[src/rtl/ttl_bus_arbiter.sv]
// Round-robin arbiter for a shared tri-state bus driven through per-requester octal buffers.
// Optional ARB_PARK_EN: the last owner's buffer stays enabled while idle so the bus never floats.
module ttl_bus_arbiter #(
  parameter int N_REQ       = 4,
  parameter int DEAD_CYCLES = 1,
  parameter int MAX_HOLD    = 16
) (
  input  logic                     clk,
  input  logic                     reset,
  input  logic [N_REQ-1:0]         req,
  output logic [N_REQ-1:0]         gnt,
  output logic [N_REQ-1:0]         G_bar,
  output logic [$clog2(N_REQ)-1:0] owner,
  output logic                     bus_busy
);
  localparam int OW = $clog2(N_REQ);
  localparam int HW = (MAX_HOLD > 0) ? $clog2(MAX_HOLD + 1) : 1;
  localparam logic [1:0]    DEAD_INIT = 2'((DEAD_CYCLES > 0) ? DEAD_CYCLES - 1 : 0);
  localparam logic [HW-1:0] HOLD_LAST = HW'((MAX_HOLD > 0) ? MAX_HOLD - 1 : 0);
  localparam logic [HW-1:0] HOLD_SAT  = {HW{1'b1}};
  localparam logic [N_REQ-1:0] ALL_HIGH = {N_REQ{1'b1}};
`ifdef ARB_PARK_EN
  localparam logic PARK_EN = 1'b1;
`else
  localparam logic PARK_EN = 1'b0;
`endif

  typedef enum logic [1:0] {IDLE = 2'd0, TURN = 2'd1, OWN = 2'd2} state_t;

  state_t            state_r, state_s;
  logic [OW-1:0]     owner_r, owner_s, last_r, last_s, pick_s, repick_s;
  logic [1:0]        dead_r, dead_s;
  logic [HW-1:0]     hold_r, hold_s;
  logic [N_REQ-1:0]  gnt_r, gnt_s, g_bar_r, g_bar_s, others_req_s;
  logic              busy_r, others_s, release_s;

  function automatic logic [N_REQ-1:0] onehot(input logic [OW-1:0] idx);
    return {{(N_REQ-1){1'b0}}, 1'b1} << idx;
  endfunction

  // First set bit scanning base+1, base+2, ... with wrap; base itself is checked last.
  function automatic logic [OW-1:0] rr_pick(input logic [N_REQ-1:0] r, input logic [OW-1:0] base);
    logic [OW-1:0] p;
    logic          hit;
    int unsigned   k;
    p   = base;
    hit = 1'b0;
    for (int i = 1; i <= N_REQ; i++) begin
      k = (int'(base) + i) % N_REQ;
      if (!hit && r[k]) begin
        p   = OW'(k);
        hit = 1'b1;
      end else begin
        hit = hit;
      end
    end
    return p;
  endfunction

  // Next-state, counters and next registered outputs.
  always_comb begin
    state_s      = state_r;
    owner_s      = owner_r;
    dead_s       = dead_r;
    hold_s       = hold_r;
    pick_s       = rr_pick(req, last_r);
    others_req_s = req & ~onehot(owner_r);
    others_s     = |others_req_s;
    repick_s     = rr_pick(others_req_s, owner_r);
    release_s    = !req[owner_r] ||
                   ((MAX_HOLD != 0) && (hold_r == HOLD_LAST) && others_s);
    case (state_r)
      IDLE: begin
        if (|req) begin
          owner_s = pick_s;
          if ((DEAD_CYCLES == 0) || (PARK_EN && (pick_s == last_r))) begin
            state_s = OWN;
            hold_s  = '0;
          end else begin
            state_s = TURN;
            dead_s  = DEAD_INIT;
          end
        end else begin
          state_s = IDLE;
        end
      end
      TURN: begin
        if (dead_r == 2'd0) begin
          state_s = OWN;
          hold_s  = '0;
        end else begin
          dead_s = dead_r - 2'd1;
        end
      end
      OWN: begin
        if (release_s && others_s) begin
          owner_s = repick_s;
          if (DEAD_CYCLES == 0) begin
            state_s = OWN;
            hold_s  = '0;
          end else begin
            state_s = TURN;
            dead_s  = DEAD_INIT;
          end
        end else if (release_s) begin
          state_s = IDLE;
        end else if (hold_r != HOLD_SAT) begin
          hold_s = hold_r + HW'(1);
        end else begin
          hold_s = hold_r;
        end
      end
      default: begin
        state_s = IDLE;
      end
    endcase

    gnt_s  = '0;
    last_s = last_r;
    if (state_s == OWN) begin
      gnt_s   = onehot(owner_s);
      g_bar_s = ~gnt_s;
      last_s  = owner_s;
    end else if (PARK_EN && (state_s == IDLE)) begin
      g_bar_s = ~onehot(last_r);
    end else begin
      g_bar_s = ALL_HIGH;
    end
  end

  // State and output registers; reset releases the bus on the same edge.
  always_ff @(posedge clk) begin
    if (reset) begin
      state_r <= IDLE;
      owner_r <= '0;
      last_r  <= OW'(N_REQ - 1);
      dead_r  <= 2'd0;
      hold_r  <= '0;
      gnt_r   <= '0;
      g_bar_r <= ALL_HIGH;
      busy_r  <= 1'b0;
    end else begin
      state_r <= state_s;
      owner_r <= owner_s;
      last_r  <= last_s;
      dead_r  <= dead_s;
      hold_r  <= hold_s;
      gnt_r   <= gnt_s;
      g_bar_r <= g_bar_s;
      busy_r  <= (state_s != IDLE);
    end
  end

  assign gnt      = gnt_r;
  assign G_bar    = g_bar_r;
  assign owner    = owner_r;
  assign bus_busy = busy_r;
endmodule

[config.mk]
export PLATFORM = sky130hd
export DESIGN_NAME = ttl_bus_arbiter
export DESIGN_NICKNAME = d
export VERILOG_FILES = /design/src/rtl/ttl_bus_arbiter.sv
export SDC_FILE = /design/constraint.sdc
export NUM_CORES = 1
export LEC_CHECK = 0
export ABC_AREA = 1
export CAP_MARGIN = 10
export CORE_MARGIN = 2
export CORE_UTILIZATION = 35
export CTS_CLUSTER_SIZE = 14
export DETAILED_ROUTE_END_ITERATION = 8
export HOLD_SLACK_MARGIN = 0.15
export MAX_ROUTING_LAYER = met4
export PLACE_DENSITY = 0.58
export SYNTH_ARGS = -nofsm -noshare
export SYNTH_HDL_FRONTEND = slang
export SYNTH_SLANG_ARGS = --single-unit
[constraint.sdc]
create_clock -name clk -period 4 [get_ports clk]
set_input_delay 0.8 -clock clk [delete_from_list [all_inputs] [get_ports clk]]
set_output_delay 0.8 -clock clk [all_outputs]
set_load 0.02 [all_outputs]
### Word level (Yosys, flattened, before mapping)

Cells that the tools add are included.

| word-level totals | value |
|---|---|
| flip-flop bits (word level) | 22 |
| input bits | 6 |
| word-level logic and storage cells | 136 |

| operators by class | value |
|---|---|
| eq/ne operators | 12 |
| add/subtract/negate cells | 10 |
| muxes and demuxes | 49 |
| reductions and logical operators | 34 |
| bitwise logic cells | 12 |
| magnitude comparators | 9 |
| shifts and indexed selects | 2 |

Operators by type and width:

| kind | count |
|---|---|
| $lt 32x3->1 const B | 8 |
| $mux 2 | 16 |
| $mux 5 | 4 |
| $bmux 1 s2 | 9 |
| $reduce_or 2->1 | 9 |
| $mux 1 | 16 |
| $ne 2x2->1 const B | 7 |
| $pmux 2 s3 | 2 |
| $pmux 5 s2 | 1 |
| $add 2x1->2 const B | 4 |
| $add 2x2->2 const B | 4 |
| $and 1x1->1 const A | 8 |
| $logic_and 1x1->1 | 8 |
| $not 4->4 | 2 |
| $reduce_or 4->1 | 2 |
| $shl 1x2->4 const A | 2 |
| $logic_not 1->1 | 7 |
| $add 5x1->5 const B | 1 |
| $eq 5x4->1 const B | 1 |
| $ne 5x5->1 const B | 1 |
| $reduce_and 5->1 | 1 |
| $and 4x4->4 | 1 |
| $eq 2x2->1 const B | 2 |
| $logic_not 2->1 | 2 |
| 9 further kinds | 10 |

### Longest topological paths before layout

| depth | value |
|---|---|
| word-level depth | 19 |
| gate-level depth with buffers | 16 |
| mapped depth without buffers | 15 |

### Worst setup path after synthesis

Ideal clock, no wire load.

| path | value |
|---|---|
| path type | reg2reg |
| start point | register owner_r[0] (netlist: owner[0]) |
| end point | register g_bar_r[2] (netlist: G_bar[2]) |
| cell stages (with the launch flop) | 15 |
| path buffers | 0 |
| setup time | 0.115 ns |
| clock period less this slack | 2.029 ns |
| data arrival time | 1.913 ns |
| slack | 1.971 ns |
| cell sequence | dfxtp_1 inv_2 ha_1 inv_1 nand3_1 nand2_2 inv_1 nand3_2 nand2_1 nand2_1 nand2_2 nand3_1 nand4_2 inv_2 nand2_1 |

| on the way | value |
|---|---|
| longest elaborated chain between the ends | 19 |
| elaborated cells on any way between the ends | 46 |

Ends and longest elaborated chain:

| element | RTL line | RTL |
|---|---|---|
| start: declaration | 31 | `logic [OW-1:0] owner_r, owner_s, last_r, last_s, pick_s, repick_s;` |
| start signal: assignment | 144 | `owner_r <= owner_s;` |
| branches (longest 19 deep; another with $add 2x1->2) | n/a |  |
| end signal: assignment | 149 | `g_bar_r <= g_bar_s;` |
| end: declaration | 34 | `logic [N_REQ-1:0] gnt_r, gnt_s, g_bar_r, g_bar_s, others_req_s;` |

Parallel ways; which one is timed is not known. The select of a mux whose other input is x is not followed.
A chain may end at the register's enable or synchronous reset.

### Worst setup path in the final report

| path | value |
|---|---|
| start point | input req[0] |
| end point | register g_bar_r[2] (netlist: G_bar[2]) |

| on the way | value |
|---|---|
| longest elaborated chain between the ends | 17 |
| elaborated cells on any way between the ends | 63 |

Ends and longest elaborated chain:

| element | RTL line | RTL |
|---|---|---|
| start: declaration | 10 | `input logic [N_REQ-1:0] req,` |
| $and 4x4->4 | 67 | `others_req_s = req & ~onehot(owner_r);` |
| $bmux 1 s2 | 50 | `if (!hit && r[k]) begin` |
| $mux 1 (implied by the code) | 50 |  |
| $mux 1 | 50 |  |
| $logic_not 1->1 | 50 |  |
| $logic_and 1x1->1 | 50 |  |
| $mux 1 | 50 |  |
| $logic_not 1->1 | 50 |  |
| $logic_and 1x1->1 | 50 |  |
| $mux 1 | 50 |  |
| $logic_not 1->1 | 50 |  |
| $logic_and 1x1->1 | 50 |  |
| $mux 2 | 50 |  |
| $mux 2 | 96 | `if (release_s && others_s) begin` |
| $pmux 2 s2 | 72 | `case (state_r)` |
| $shl 1x2->4 | 38 | `return {{(N_REQ-1){1'b0}}, 1'b1} << idx;` |
| $not 4->4 | 122 | `g_bar_s = ~gnt_s;` |

Several ways; a longest one is shown, not always the timed one. The select of a mux whose other input is x is not followed.

==> flow_summary.toml <==
[run_status]
status = "finished clean"

[clocking]
postCtsResizedCells = 0
cts-buffers-inserted = 3
cts-htree-levels = 1
path_clk_slew_ns = 0.08
cts_tree = "built"
cts_root_buf = "clkbuf_8"
cts_buffer_depth = 2
clock_sinks = 22
hold_buffers = 0
insertion_delay_ns = 0.26
post-cts-setup-buffers = 0

[sta]
drv_slew = 0
final-setup-viol-count = 0
finalCritPeriodShare = 0.5883
rsz0062_at_grt = "no"
clock-skew-final_ns = 0.001651
fin_setup_tns_ns = 0
hold_viol = 0
relSlewSlack = 0.7415
min_period_ns = 2.353
fmax_mhz = 424.9
setup_ws_ns = 1.647
tightest_slew_ns = 0.3872

[grt]
grt_pass1_wl_um = 5858
globalRoute.totalOverflow = 0
track_usage = 0.1420
grt_pass1_vias = 1369
antenna_found_initial = 0
grt_max_degree = 17

[power]
p_per_area_nw_per_um2 = 859.3
vdd_ir_drop_max_v = 0.0003226
p_leak_uw = 0.0008936

[floorplan]
num_io_pins = 17
fp.dieArea_sq_um = 5205
initial_core_util = 0.3682
die_h_um = 72.15
die_w_um = 72.15
core_area_sq_um = 4414
rows = 24

[worst_setup_path]
crit_type = "input port to register"
cp_slowest_cell = "clkdlybuf4s50_1"
crit_required_ns = 4.16
path_common_cell = "nand2_1"
worstPathMaxFanout = 7
cp_cell_sequence = "clkdlybuf4s50_1 > nand2_1 > nand4_1 > nand2_1 > nand3_1 > nand2_1 > inv_2 > nor2_4 > nand4_2 > inv_2 > nand2_1"
cpPeakStageDelay_ns = 0.54
cp.arrival_ns = 2.51
cp-end-kind = "register"
start_kind = "input port"

[detailed_routing]
post-route-drc-count = 0
drtAntennaViolNets = 0
wirelength_um = 3207
vias = 1454
dr.pass1.iters = 4
wl_per_cell_um = 10.25
via_per_inst = 4.645
drtIter0Drc = 56

[place]
place_ws_ns = 1.355
place_congestion = 0.8325
place.detailed.hpwl_um = 2542
port_buffers = 16

[final_layout]
drive_gt1_frac = 0.1916
final_nets = 276
num-fill-cells = 470
antenna_cells = 0
syn_to_final_growth_pct = 16.55

[job]
timing.max_cap.violations = 0

[logic_synthesis]
ys_ff_latch = 22
ys_seq_area_frac = 0.2710
synth_cells = 244
syn-cell-area_sq_um = 1625
syn_area_per_cell_sq_um = 6.661
syn_nets = 258
ys_types = 30
yosysWarnings = 0

[hold_path]
hp-class = "register to register"
-- through the flow --
step	area, sq um	utilization	std cells	hold slack [ns]	power [uW]
floorplan	1625	-	244	0.4535	1225
global placement	1823	0.4130	309	0.4727	1430
detailed placement	1823	0.4130	309	0.4735	1434
CTS	1894	0.4291	313	0.4857	1643
global route	1894	0.4291	313	0.5100	1822
finish	1894	0.4291	313	0.4836	1628
-- routing by layer --
layer	vias to the layer above	GRT usage	wire, um
li1	800	-	-
met1	624	0.1874	1585
met2	28	0.2304	1491
met3	2	0.02917	116
met4	0	0.01887	14
met5	-	-	0
-- final cells by class --
class                   instances  area (sq um)  area share
clock buffers                   3         41.29     0.02180
clock inverters                 1         30.03     0.01585
inverters                      41         160.2     0.08454
multi-input cells             177         989.7      0.5225
flip-flops and latches         22         440.4      0.2325
well taps                      52         65.06     0.03435
repair buffers                 17         167.7     0.08851
-- power breakdown --
| group | leakage (uW) | internal [uW] | switching (uW) |
|---|---|---|---|
| Clock | 0.0000357 | 134 | 70.4 |
| Combinational | 0.000678 | 373 | 694 |
| Sequential | 0.000180 | 287 | 69.6 |
-- placed cells by master (no fill, tap or decap), types with 7 or more instances in the layout --
| cell type | netlist | layout |
|---|---|---|
| a21oi_1 | 8 | 8 |
| clkdlybuf4s50_1 | 0 | 16 |
| dfxtp_1 | 22 | 22 |
| ha_1 | 8 | 8 |
| inv_1 | 31 | 31 |
| inv_2 | 7 | 7 |
| nand2_1 | 71 | 71 |
| nand2_2 | 14 | 14 |
| nand3_1 | 23 | 23 |
| nor2_1 | 15 | 15 |
-- kinds of logic after synthesis --
family | synth area share
AO/OA/AOI/OAI | 0.07236
buffers and inverters | 0.1201
flip-flops | 0.2710
AND/OR/NAND/NOR | 0.4750
adder cells (fa/ha/maj) | 0.06159
-- path summary, 6_finish.rpt --
kind         startpoint        end  slack (ns)  cells past startpoint
max              req[0]   G_bar[2]        1.65                     11
min           hold_r[4]  hold_r[4]        0.48                      2
max reg2reg    owner[1]   G_bar[2]        1.86                     14
min reg2reg   hold_r[4]  hold_r[4]        0.48                      2
-- flip-flops by register name, indices dropped and copies added (netlist names) --
signal / flops
gnt: 4
state_r: 2
hold_r: 5
G_bar: 4
dead_r: 2
bus_busy: 1
owner: 2
last_r: 2
-- cell usage after synthesis --
library cell  number  area, sq um
nor2_1            15        56.30
nor3b_2            1        12.51
inv_1             31        116.4
o21ai_2            1        8.760
inv_2              7        26.28
nand3_2            6        60.06
a21oi_1            8        40.04
dfxtp_1           22        440.4
nand4_2            1        12.51
clkinv_2           1        5.000
ha_1               8        100.1
a21oi_2            1        8.760
nand2_1           71        266.5
nand2_2           14        87.58
o211ai_2           1        12.51
buf_4              1        7.510
inv_4              2        12.51
clkbuf_2           1        5.000
nand3_1           23        115.1
nor2_2             2        12.51
nand2_4            3        33.78
o21ai_0            5        25.02
o211ai_1           1        7.510
nand3_4            2        35.03
nor3_1             3        15.01
nor2_4             3        33.78
buf_6              2        22.52
o21ai_1            3        15.01
or2_1              1        6.260
nand4_1            4        25.02
-- worst max-delay path: cells and delay by family --
family,cells,cell delay (ns)
and+or+nand+nor,8,1.02
buffers and inverters,3,0.70
Note: power is estimated with default switching activity, not from simulation.
